**config.mk**
```make
export PLATFORM = sky130hd
export DESIGN_NAME = branch_predict_ctrl
export DESIGN_NICKNAME = d
export VERILOG_FILES = /design/src/rtl/branch_predict_ctrl.sv
export SDC_FILE = /design/constraint.sdc
export NUM_CORES = 1
export LEC_CHECK = 0
export ABC_CLOCK_PERIOD_IN_PS = 5600
export BUFFER_PORTS_ARGS = -buffer_cell sky130_fd_sc_hd__clkbuf_2
export CORE_MARGIN = 4
export CORE_UTILIZATION = 45
export CTS_BUF_LIST = sky130_fd_sc_hd__clkbuf_16
export CTS_CLUSTER_DIAMETER = 120
export CTS_CLUSTER_SIZE = 20
export DETAILED_ROUTE_END_ITERATION = 10
export PLACE_DENSITY = 0.83
export SKIP_CTS_REPAIR_TIMING = 1
export SYNTH_ARGS = -nofsm -noshare
export SYNTH_HDL_FRONTEND = slang
export SYNTH_SLANG_ARGS = --single-unit
```
**constraint.sdc**
```tcl
create_clock -name clk -period 5.6 [get_ports clk]
set_input_delay 0.28 -clock clk [delete_from_list [all_inputs] [get_ports clk]]
set_output_delay 0.28 -clock clk [all_outputs]
set_load 0.005 [all_outputs]
```
**src/rtl/branch_predict_ctrl.sv**
```systemverilog
// Branch/jump resolution unit with a bimodal BHT of 2-bit saturating counters.
// Predicts at fetch, resolves at execute, emits a registered redirect and perf counts.
module branch_predict_ctrl #(
    parameter int unsigned DATA_W    = 16,
    parameter int unsigned BHT_DEPTH = 16,
    parameter logic [1:0]  CNT_INIT  = 2'b01,
    parameter int unsigned PERF_W    = 16
) (
    input  logic              clk,
    input  logic              rst_n,
    input  logic              f_valid,
    input  logic [DATA_W-1:0] f_pc,
    input  logic [15:0]       f_instr,
    output logic              f_pred_taken,
    input  logic              ex_valid,
    input  logic [DATA_W-1:0] ex_pc,
    input  logic [15:0]       ex_instr,
    input  logic [DATA_W-1:0] ex_rs,
    input  logic              ex_pred_taken,
    input  logic              stall,
    output logic              redirect,
    output logic              redirect_taken,
    output logic [PERF_W-1:0] br_count,
    output logic [PERF_W-1:0] mispred_count
);

    localparam int unsigned IDX_W = $clog2(BHT_DEPTH);

    logic [1:0] bht_q [BHT_DEPTH];

    logic [4:0]       f_op, ex_op;
    logic [IDX_W-1:0] f_idx, ex_idx;
    logic             ex_cond, ex_jump, ex_cond_taken, actual_taken, resolve, mispredict;

    function automatic logic is_cond(input logic [4:0] op);
        return op[4:2] == 3'b011;
    endfunction

    function automatic logic is_jump(input logic [4:0] op);
        return (op == 5'b00100) || (op == 5'b00110);
    endfunction

    assign f_op   = f_instr[15:11];
    assign ex_op  = ex_instr[15:11];
    assign f_idx  = f_pc[IDX_W:1];
    assign ex_idx = ex_pc[IDX_W:1];

    // Only the opcode and the index bits of each PC participate.
    logic unused_bits;
    assign unused_bits = ^{f_pc, ex_pc, f_instr[10:0], ex_instr[10:0]};

    assign f_pred_taken = f_valid & (is_jump(f_op) | (is_cond(f_op) & bht_q[f_idx][1]));

    always_comb begin
        ex_cond_taken = 1'b0;
        unique case (ex_op[1:0])
            2'b00: ex_cond_taken = (ex_rs == '0);
            2'b01: ex_cond_taken = (ex_rs != '0);
            2'b10: ex_cond_taken = ex_rs[DATA_W-1];
            2'b11: ex_cond_taken = ~ex_rs[DATA_W-1];
            default: ex_cond_taken = 1'b0;
        endcase
    end

    assign ex_cond      = is_cond(ex_op);
    assign ex_jump      = is_jump(ex_op);
    assign actual_taken = ex_jump | (ex_cond & ex_cond_taken);
    assign resolve      = ex_valid & ~stall;
    assign mispredict   = actual_taken != ex_pred_taken;

    always_ff @(posedge clk or negedge rst_n) begin
        if (!rst_n) begin
            for (int i = 0; i < int'(BHT_DEPTH); i++) begin
                bht_q[i] <= CNT_INIT;
            end
            redirect       <= 1'b0;
            redirect_taken <= 1'b0;
            br_count       <= '0;
            mispred_count  <= '0;
        end else begin
            redirect       <= resolve & mispredict;
            redirect_taken <= resolve & mispredict & actual_taken;
            if (resolve && ex_cond) begin
                if (ex_cond_taken && bht_q[ex_idx] != 2'b11) begin
                    bht_q[ex_idx] <= bht_q[ex_idx] + 2'd1;
                end else if (!ex_cond_taken && bht_q[ex_idx] != 2'b00) begin
                    bht_q[ex_idx] <= bht_q[ex_idx] - 2'd1;
                end
                if (br_count != '1) begin
                    br_count <= br_count + 1'b1;
                end
                if (mispredict && mispred_count != '1) begin
                    mispred_count <= mispred_count + 1'b1;
                end
            end
        end
    end

endmodule

```
==> run metrics <==
die outline width=99.4 um; setup clock skew after layout=0.00746 ns; required time worst endpoint=5.81 ns; worst slew slack as a fraction of its limit=44.9%; insertion delay of the later-clocked pin in the worst-skew pair=0.33 ns; net count of the mapped netlist=405; Cell Rows=33; starting density of the core=46.0%; H-tree depth=3; total internal power=878 uW; Worst path depth=10; number of pins exceeding their max-slew limit in the final report=0; wire length of the first global-routing pass=14500 um; biggest fanout along the worst timing path=24; Setup crit end kind=flop; core footprint=8180 um^2; slowest library cell on the worst path=a2111oi_4; class of the most critical setup path=in -> reg; Switching Share=26.9%; dominant cells by area after synthesis=dfrtp_1 33%, dfstp_2 11%, mux4_2 8.4%; Design Power=1.20 mW; clock tree root buffer cell=clkbuf_16; largest net degree at the start of global routing=67; Avg WL per Cell=16.6 um; Buffers on Ports=73; post-synth top area share=33.3%; maximum clock rate=269 MHz; critical path, cell by cell=clkbuf_2 -> mux4_2 -> mux4_2 -> ha_1 -> mux2_2 -> nand3_1 -> mux2i_1 -> a2111oi_4 -> and4b_1 -> mux2_1; clock tree from TritonCTS=built; DRC violation count after routing=0; number of instances in the synthesized netlist=315; RSZ-0062 raised after global routing=no; maximum root-to-sink buffer count=2; Worst Tran Pin Value=0.826 ns; share of post-route cells with drive strength above 1=39.7%; number of cells on the worst hold path=2; fin crit share=66.4%; register-to-register setup slack=1.98 ns; Die Footprint=9880 um^2; relative area change from synthesis to final layout=19.9%; cell taking the most area after synthesis=dfrtp_1; warning count from the yosys run=0; GR Util All Layers=18.0%; number of buffers added by the clock tree synthesis step=9; delay contributed by the slowest stage of the critical path=0.63 ns; Min-Delay Path Class=in -> reg; Clk network pwr share=43.1%; number of max-capacitance violations reported=0; gpl congestion=0.844; hold wc startpoint=stall; top-level port count=121; run status=complete, no violations; power density normalized to cell area=266 nW/um^2; setup total negative slack=0 ns; count of distinct cell types in the synthesized netlist=46; category of the worst setup path launch point=input pin; worst supply voltage drop on vdd=0.000155 V; sequential cell fraction of total power=44.4%; total vias in the final route=2862; number of violations reported at the end of detailed-routing iteration 0=213; critical path's most frequent cell=mux4_2; flop and latch count out of synthesis=66; total clock sinks=66; vertical die dimension=99.4 um; NumNets Final=480; post-synthesis instance area=3760 um^2; Leakage Power=2.08 nW; delay-heaviest family, CP=multiplexers; final cell utilization of the core=55.1%; total congestion overflow=0; number of vias per cell=5.72; ANT nets after route=0; Min-Delay Endpoint=redirect; Final Hold Slack=0.128 ns; number of detailed-route iterations in the first pass=4; combinational cell fraction of total power=12.5%; worst reg2reg startpoint=bht_q[1]; Final Hold Fails=0; length in cells of the worst reg-to-reg path=9; combined buffer and inverter count along the critical path=1; endpoint of the worst-slack reg-to-reg timing path=bht_q[3]; vias in the first global route=2984; CP Data Arrival Time=3.92 ns; switching power summed over all nets=323 uW; Clk pin slew, worst setup/hold paths=0.06 ns; minimum clock period after layout=3.72 ns; initial antenna violation count=0; post-detailed-routing wire length=8280 um; antenna diode count=0; part of the Yosys area used for sequential elements=44.5%; Detail Placement HPWL=5870 um; mean post-synth cell area=11.9 um^2; Final Setup Violations=0
## cell usage in the layout, fill, tap and decap left out, types with 3 or more instances in the layout
cell type	n
clkbuf_2	73
dfrtp_1	50
mux2_2	26
xnor2_1	23
nand3_1	21
nand2_1	20
nand4_1	17
dfstp_2	16
mux4_2	14
mux2_1	12
and3_1	9
xor2_1	9
clkbuf_16	9
nor4_1	8
nor3_1	8
inv_1	7
mux2i_1	6
nor2_1	6
and2_1	5
nand3b_1	5
a21oi_1	4
ha_1	4
nor2b_1	3
or3_1	3
clkinvlp_4	3
buf_4	3
## cell usage after synthesis, drive strengths merged
cell type	n
dfrtp	50
mux2	38
xnor2	23
nand3	21
nand2	20
nand4	17
dfstp	16
mux4	14
and3	9
clkbuf	9
nor4	9
xor2	9
nor3	8
inv	7
and2	6
mux2i	6
nor2	6
a21oi	5
nand3b	5
ha	4
buf	3
nor2b	3
o21ai	3
or3	3
a2111oi	2
a221o	2
and4	2
and4b	2
nand4b	2
a2111o	1
a21bo	1
a31o	1
a31oi	1
and3b	1
nor3b	1
nor4b	1
nor4bb	1
o21a	1
o221a	1
xnor3	1
## stage by stage
step,instance area [um^2],std cells,worst slack (ns)
finish,4510,500,1.88
global route,4510,500,1.61
detailed placement,4230,484,1.54
floorplan,3760,315,1.68
CTS,4510,500,1.87
global placement,4230,484,1.61
## final cells by class
type	instances	area (um^2)
Timing Repair Buffer	76	388
Sequential cell	66	1670
Tap cell	105	131
Fill cell	640	3670
Clock buffer	9	225
Inverter	7	26.3
Clock inverter	7	53.8
Multi-Input combinational cell	230	2010
## kinds of logic (layout without fill, tap and decap cells)
group	after synthesis	after routing	share of synthesized area, %
adder cells (fa/ha/maj)	4	4	1.33
buffers and inverters	19	99	2.00
flip-flops	66	66	44.5
multiplexers	58	58	21.4
XOR/XNOR	33	33	8.06
AND/OR/NAND/NOR	117	117	18.1
AO/OA/AOI/OAI	18	18	4.66
## metal layers
metal  track usage [%]  part of all wire [%]  up-vias
li1                  -                     -     1337
met1              22.4                    41     1403
met2              31.0                    51      111
met3              3.23                   6.0       11
met4              6.93                   1.9        0
met5                 0                     0        -
## how the worst max path moves through the flow
stage,slack (ns),startpoint,end
floorplan,1.68,ex_pc[1],bht_q[3]
global placement,1.61,ex_pc[1],bht_q[3]
detailed placement,1.54,ex_pc[1],bht_q[3]
CTS,1.87,ex_pc[1],bht_q[3]
global route,1.61,ex_pc[1],bht_q[3]
finish,1.88,ex_pc[1],bht_q[3]
## worst reg2reg max path: cells and delay by family (launching register included)
family,cells,cell delay [ns]
simple gates,2,0.41
compound gates,1,0.63
mux,5,1.77
fa+ha+maj,1,0.31
flops,1,0.39
## power groups by stage
stage               Clock [mW]  Sequential [mW]  Combinational, mW
floorplan                    0            0.538             0.0850
global placement             0            0.538              0.144
detailed placement           0            0.541              0.150
CTS                      0.528            0.533              0.151
global route             0.547            0.537              0.168
finish                   0.518            0.533              0.150
Power figures use the tool's default switching activity.
